`src/rtl/shift_reg_n.sv`:
```
// Parametrised WIDTH-bit shift register with hold/shift/load modes.
// It also has an LSB-first serial transfer sequencer with a busy/done handshake.
module shift_reg_n #(
  parameter int               WIDTH     = 8,
  parameter logic [WIDTH-1:0] RESET_VAL = '0
) (
  input  logic             clk,
  input  logic             reset,
  input  logic             en,
  input  logic [1:0]       mode,
  input  logic [WIDTH-1:0] d,
  input  logic             sin_l,
  input  logic             sin_r,
  input  logic             start,
  output logic [WIDTH-1:0] q,
  output logic             sout,
  output logic             busy,
  output logic             done
);

  localparam int CNT_W = (WIDTH > 2) ? $clog2(WIDTH) : 1;
  localparam logic [CNT_W-1:0] LAST_CNT = CNT_W'(WIDTH - 1);

  localparam logic [1:0] MODE_HOLD = 2'b00;
  localparam logic [1:0] MODE_SHL  = 2'b01;
  localparam logic [1:0] MODE_SHR  = 2'b10;
  localparam logic [1:0] MODE_LOAD = 2'b11;

  typedef enum logic [1:0] {
    IDLE  = 2'b00,
    SHIFT = 2'b01,
    DONE  = 2'b10
  } state_t;

  state_t           state;
  state_t           state_next;
  logic [WIDTH-1:0] q_next;
  logic [CNT_W-1:0] cnt;
  logic [CNT_W-1:0] cnt_next;

  always_ff @(posedge clk) begin
    if (reset) begin
      state <= IDLE;
      q     <= RESET_VAL;
      cnt   <= '0;
    end else begin
      state <= state_next;
      q     <= q_next;
      cnt   <= cnt_next;
    end
  end

  // The counter is cleared on the last shift, so it never wraps inside a transfer.
  always_comb begin
    state_next = state;
    q_next     = q;
    cnt_next   = cnt;
    case (state)
      IDLE, DONE: begin
        if (start) begin
          state_next = SHIFT;
          cnt_next   = '0;
        end else begin
          state_next = IDLE;
          if (en) begin
            case (mode)
              MODE_SHL:  q_next = {q[WIDTH-2:0], sin_r};
              MODE_SHR:  q_next = {sin_l, q[WIDTH-1:1]};
              MODE_LOAD: q_next = d;
              MODE_HOLD: q_next = q;
              default:   q_next = q;
            endcase
          end
        end
      end
      SHIFT: begin
        q_next = {sin_l, q[WIDTH-1:1]};
        if (cnt == LAST_CNT) begin
          state_next = DONE;
          cnt_next   = '0;
        end else begin
          cnt_next = cnt + CNT_W'(1);
        end
      end
      default: begin
        state_next = IDLE;
        cnt_next   = '0;
      end
    endcase
  end

  assign sout = q[0];
  assign busy = (state == SHIFT);
  assign done = (state == DONE);

endmodule
```
`config.mk`:
```
export PLATFORM = sky130hd
export DESIGN_NAME = shift_reg_n
export DESIGN_NICKNAME = d
export VERILOG_FILES = /design/src/rtl/shift_reg_n.sv
export SDC_FILE = /design/constraint.sdc
export NUM_CORES = 1
export LEC_CHECK = 0
export ABC_AREA = 1
export CORE_MARGIN = 2
export CORE_UTILIZATION = 48
export DETAILED_ROUTE_END_ITERATION = 16
export GPL_TIMING_DRIVEN = 0
export PLACE_DENSITY = 0.94
export SYNTH_ARGS = -nofsm -noshare
export SYNTH_HDL_FRONTEND = slang
export SYNTH_SLANG_ARGS = --single-unit
```
`constraint.sdc`:
```
create_clock -name clk -period 2.9 [get_ports clk]
set_input_delay 0.87 -clock clk [delete_from_list [all_inputs] [get_ports clk]]
set_output_delay 0.87 -clock clk [all_outputs]
set_load 0.1 [all_outputs]
```
==> impl_metrics.tcl, run 1 <==
set metrics [dict create \
    outcome "complete, no violations" \
    synthCells 140 \
    floorplan.io_pins 27 \
    worstMarginPinSlew_ns 0.9944 \
    drc 0 \
    antenna_cells 0 \
    floorplan.initialDensity 0.5281 \
    cp.arrival_ns 1.93 \
    final_common_cell "sky130_fd_sc_hd__nand2_1" \
    num_vias 931 \
    timing.clock.skew_ns 0.009836 \
    hold_class "reg2reg" \
    synth_top_cells_by_area "sky130_fd_sc_hd__dfxtp_1 (32%), sky130_fd_sc_hd__nand2_1 (26%), sky130_fd_sc_hd__nand3_1 (9.7%)" \
    core_outline_area_mm2 0.001559 \
    cp-end-kind "output port" \
    syn_area_per_cell_um2 5.881 \
    setup_slack_ns 0.1043 \
    fillerInstances 134 \
    cp_data_required_time_ns 2.03 \
    worst-setup-path-type "reg2out" \
    slew_violations 0 \
    largest_net_degree_at_the_start_of_global_routing 11 \
    hold_slack_ns 0.4728 \
    synth.lib_cells_used.distinct 18 \
    cp_max_fo 4 \
    placement_rows 14 \
    yosysTopAreaCellShare 0.3161 \
    die_area_mm2 0.002063 \
    max_transition_margin 0.3350 \
    summed_negative_setup_slack_over_all_endpoints_ns 0 \
    clk_path_buf_depth 2 \
    finalPower_mw 0.5951 \
    finalInstanceArea_mm2 0.001109 \
    cts.root.buffer_cell "sky130_fd_sc_hd__clkbuf_4" \
    syn-cell-area_um2 823.3 \
    fp.dieW_um 45.42 \
    maxCapViolations 0 \
    layout.cells.most_common_list "sky130_fd_sc_hd__nand2_1 (58), sky130_fd_sc_hd__clkdlybuf4s50_1 (23), sky130_fd_sc_hd__nor2_1 (18)" \
    h-tree-depth 1 \
    grt_use_total 0.2191 \
    drt-total-wl_mm 2.038 \
    first_pass_iters 5 \
    clk-insertion-delay-late_ns 0.29 \
    detail_route.vias_per_cell 5.060 \
    ys_ff_latch 13 \
    grt_pass1_vias 814 \
    clock_tree_from_tritoncts "done" \
    power.leakage_nw 0.5639 \
    globalRoute.totalOverflow 0 \
    clkTransAtPathRegs_ns 0.08 \
    portion_of_the_clock_cycle_consumed_by_the_worst_path_in_the_final_layout 0.9640 \
    drt-wirelength-per-cell_um 11.08 \
    hpwlAfterDp_mm 1.504 \
    number_of_hold_slack_violations_in_the_final_timing_report 0 \
    fin_nets 187 \
    gp_congestion 0.7936 \
    rsz0062_at_grt "no" \
    layout-area-overhead-vs-synth_pct 34.65 \
    postLayoutCoreUtil 0.7111 \
    multiInputGateArea_um2 454.2 \
    final-setup-viol-count 0 \
    achievable-frequency_ghz 0.3577 \
    layout-drive-gt1-share 0.08929 \
    cts-buffers-inserted 3 \
    ff_latch_area_um2 260.3 \
    final_worst_path_period_need_ns 2.796 \
    drt_iter0_drc 22 \
    number_of_cells_after_detailed_placement 180 \
    io_buffers 24 \
    die_y_um 45.42 \
    synth.yosys.warnings 0 \
    drt.antenna.violating_nets 0 \
    synthesis.nets 158 \
    cell_area_after_placement_mm2 0.001084 \
    netlist.top_cell.by_area "sky130_fd_sc_hd__dfxtp_1" \
    cts_hold_bufs 0 \
    stdcell_count 184 \
    max-vdd-ir-drop_v 0.0003802 \
    critical_path_startpoint_category "flip-flop" \
    cts_num_sinks 13 \
    wire_length_of_the_first_global_routing_pass_mm 3.291 \
    place_worst_setup_slack_ns 0.2247 \
    power_density_mw_per_mm2 536.8 \
    ys_seq_area_frac 0.3161 \
    grt_antenna_before_repair 0 \
]
[area by class of cell]
type	instances	share of cell area
multi-input cells	105	0.4097
flip-flops and latches	13	0.2348
repair buffers	24	0.2156
inverters	17	0.05982
plain buffers	5	0.03837
clock buffers	4	0.02370
well taps	16	0.01806
[critical path, cell delays in order, from the launching register on]
cell	delay, ns
sky130_fd_sc_hd__dfxtp_1	0.34
sky130_fd_sc_hd__nor2_1	0.13
sky130_fd_sc_hd__clkdlybuf4s50_1	1.17
[sequential cells by signal, indices dropped and copies added (netlist names)]
register and count:
state 2, q 8, cnt 3
[report_power, final]
group	switching, mW	total (mW)	internal [mW]
combinational	0.185	0.264	0.0790
clock	0.0680	0.122	0.0536
sequential	0.0147	0.209	0.194
[cells in the mapped netlist, drive strengths merged]
library cell  instances
o21ai                 2
dfxtp                13
inv                  16
nor3                  1
a21oi                 4
nor2                 18
nand3                17
clkinv                1
nand2                61
ha                    2
buf                   5
[timing repair]
action,4_1_cts,5_1_grt
endpoints found under the setup margin,1,0
resized for setup,1,0
buffers inserted,0,0
[kinds of logic after synthesis]
kind of cell    count (synthesis)  synth area share
buf+inv                        22            0.1322
compound gates                  6           0.03646
simple gates                   97            0.4848
fa+ha+maj                       2           0.03039
flops                          13            0.3161
[final timing paths]
kind	start	end	slack, ns	depth (start not counted)
max	state[0]	done	0.10	2
min	cnt[2]	cnt[2]	0.47	2
max reg2reg	state[0]	q[3]	1.69	5
min reg2reg	cnt[2]	cnt[2]	0.47	2
[metal layers]
metal / vias to the layer above / routed length, um / GRT usage
met5: - / 0 / 0
met4: 0 / 25 / 0.08824
met3: 3 / 100 / 0.01190
met2: 35 / 1015 / 0.3775
met1: 407 / 895 / 0.2836
li1: 486 / - / -
Note: power is estimated with default switching activity, not from simulation.
==> run 2: changes to the inputs <==
==> constraint.sdc (replaced) <==
create_clock -name clk -period 3.55 [get_ports clk]
set_input_delay 1.065 -clock clk [delete_from_list [all_inputs] [get_ports clk]]
set_output_delay 1.065 -clock clk [all_outputs]
set_load 0.1 [all_outputs]
==> run 2 against run 1 <==
Hold slack hardly changed. Via count fell by 1.7%. Non-clock buffer count stayed put. Critical path type unchanged. Largest cell class unchanged. Sequential share of layout area about the same. Highest routed layer unchanged. Critical endpoint is now busy.
==> impl_metrics.tcl, run 2 (synthesized netlist as in run 1, its figures left out) <==
set metrics [dict create \
    outcome "complete, no violations" \
    power_density_mw_per_mm2 438.4 \
    startpoint "state[0]" \
    placement_rows 14 \
    timing.clock.skew_ns 0.009133 \
    first_pass_iters 6 \
    wire_length_of_the_first_global_routing_pass_mm 3.277 \
    floorplan.initialDensity 0.5281 \
    hpwlAfterDp_mm 1.504 \
    final-setup-viol-count 0 \
    drt_iter0_drc 22 \
    cp-end-kind "output port" \
    setup.reg_to_reg.worst_slack_ns 2.34 \
    cp_data_required_time_ns 2.48 \
    largest_net_degree_at_the_start_of_global_routing 11 \
    achievable-frequency_ghz 0.3143 \
    num_vias 915 \
    detail_route.vias_per_cell 4.973 \
    globalRoute.totalOverflow 0 \
    cts_hold_bufs 0 \
    fin_nets 187 \
    worst-setup-path-type "reg2out" \
    hold_slack_ns 0.4731 \
    critical_path.reg2reg.endpoint "q[3]" \
    gp_congestion 0.7936 \
    h-tree-depth 1 \
    drt-wirelength-per-cell_um 11.03 \
    critical-path-max-stage-delay_ns 1.13 \
    clk_path_buf_depth 2 \
    io_buffers 24 \
    layout.cells.most_common_list "sky130_fd_sc_hd__nand2_1 (58), sky130_fd_sc_hd__clkdlybuf4s50_1 (24), sky130_fd_sc_hd__nor2_1 (18)" \
    cts_num_sinks 13 \
    drt.antenna.violating_nets 0 \
    post_cts_resize_count 0 \
    grt_use_total 0.2183 \
    postLayoutCoreUtil 0.7119 \
    post-cts-setup-buffer-count 0 \
    antenna_cells 0 \
    clock_tree_from_tritoncts "done" \
    layout-drive-gt1-share 0.08929 \
    crit_path_cell_trace "nand2_1 -> buf_6 -> inv_2 -> clkdlybuf4s50_1" \
    die_y_um 45.42 \
    critical_path_startpoint_category "flip-flop" \
    layout_top_registers "q: 8 flops, cnt: 3 flops, state: 2 flops" \
    floorplan.io_pins 27 \
    fp.dieW_um 45.42 \
    finalPower_mw 0.4865 \
    hold_class "reg2reg" \
    rsz0062_at_grt "no" \
    max_transition_margin 0.3348 \
    die_area_mm2 0.002063 \
    drt-total-wl_mm 2.029 \
    timing.reg2reg.worst_path_depth 5 \
    number_of_cells_after_detailed_placement 180 \
    final_worst_path_period_need_ns 3.182 \
    cp.arrival_ns 2.12 \
    grt_pass1_vias 809 \
    clkTransAtPathRegs_ns 0.08 \
    critical_path.slowest_cell "sky130_fd_sc_hd__clkdlybuf4s50_1" \
    cts-buffers-inserted 3 \
    crit-reg2reg-launch "state[0]" \
    worstMarginPinSlew_ns 0.9947 \
    clk-insertion-delay-late_ns 0.29 \
    slew_violations 0 \
    power.leakage_nw 0.5609 \
    max-vdd-ir-drop_v 0.0003096 \
    stdcell_count 184 \
    worstSetupEndpoint "busy" \
    summed_negative_setup_slack_over_all_endpoints_ns 0 \
    maxCapViolations 0 \
    number_of_hold_slack_violations_in_the_final_timing_report 0 \
    largest_reg_flops 8 \
    portion_of_the_clock_cycle_consumed_by_the_worst_path_in_the_final_layout 0.8964 \
    cp_max_fo 10 \
    drc 0 \
    max_flop_register "q" \
    layout-area-overhead-vs-synth_pct 34.80 \
    final_common_cell "sky130_fd_sc_hd__nand2_1" \
    cts.root.buffer_cell "sky130_fd_sc_hd__clkbuf_4" \
    grt_antenna_before_repair 0 \
    core_outline_area_mm2 0.001559 \
]
## run 2: worst max-delay path: cells and delay by family, from the launching register on
family | cells | cell delay [ns]
buffers and inverters | 3 | 1.36
DFF | 1 | 0.37
and+or+nand+nor | 1 | 0.11
## run 2: per-stage QoR
stage	setup WS [ns]	cell area, um2
after global routing	0.2957	1110
after detailed placement	0.6797	1084
after global placement	0.6813	1084
final	0.3680	1110
after CTS	0.3628	1110
after floorplan	0.8993	823.3
## run 2: how the worst min path moves through the flow
stage	slack [ns]	endpoint	start	cells past startpoint
final	0.47	cnt[2]	cnt[2]	2
after global routing	0.49	cnt[1]	cnt[1]	2
after CTS	0.48	cnt[0]	cnt[0]	2
after detailed placement	0.47	cnt[0]	cnt[0]	2
after global placement	0.46	cnt[1]	cnt[1]	2
after floorplan	0.44	cnt[1]	cnt[1]	2
## run 2: metal layers
metal | global-route usage | routed length (um) | vias up
met1 | 0.2836 | 883 | 397
met2 | 0.3746 | 1022 | 30
met4 | 0.08824 | 25 | 0
met5 | 0 | 0 | -
li1 | - | - | 485
met3 | 0.01190 | 97 | 3
## run 2: cell type report
cell class	instances	area (um2)
repair buffers	24	240.2
well taps	16	20.02
inverters	17	66.31
clock buffers	4	26.28
plain buffers	5	42.54
fillers	133	449.2
flip-flops and latches	13	260.3
multi-input cells	105	454.2
## run 2: report_power, final
| part | internal [mW] | total (mW) | switching, mW |
|---|---|---|---|
| clock | 0.0438 | 0.0990 | 0.0552 |
| combinational | 0.0652 | 0.217 | 0.151 |
| sequential | 0.159 | 0.171 | 0.0121 |
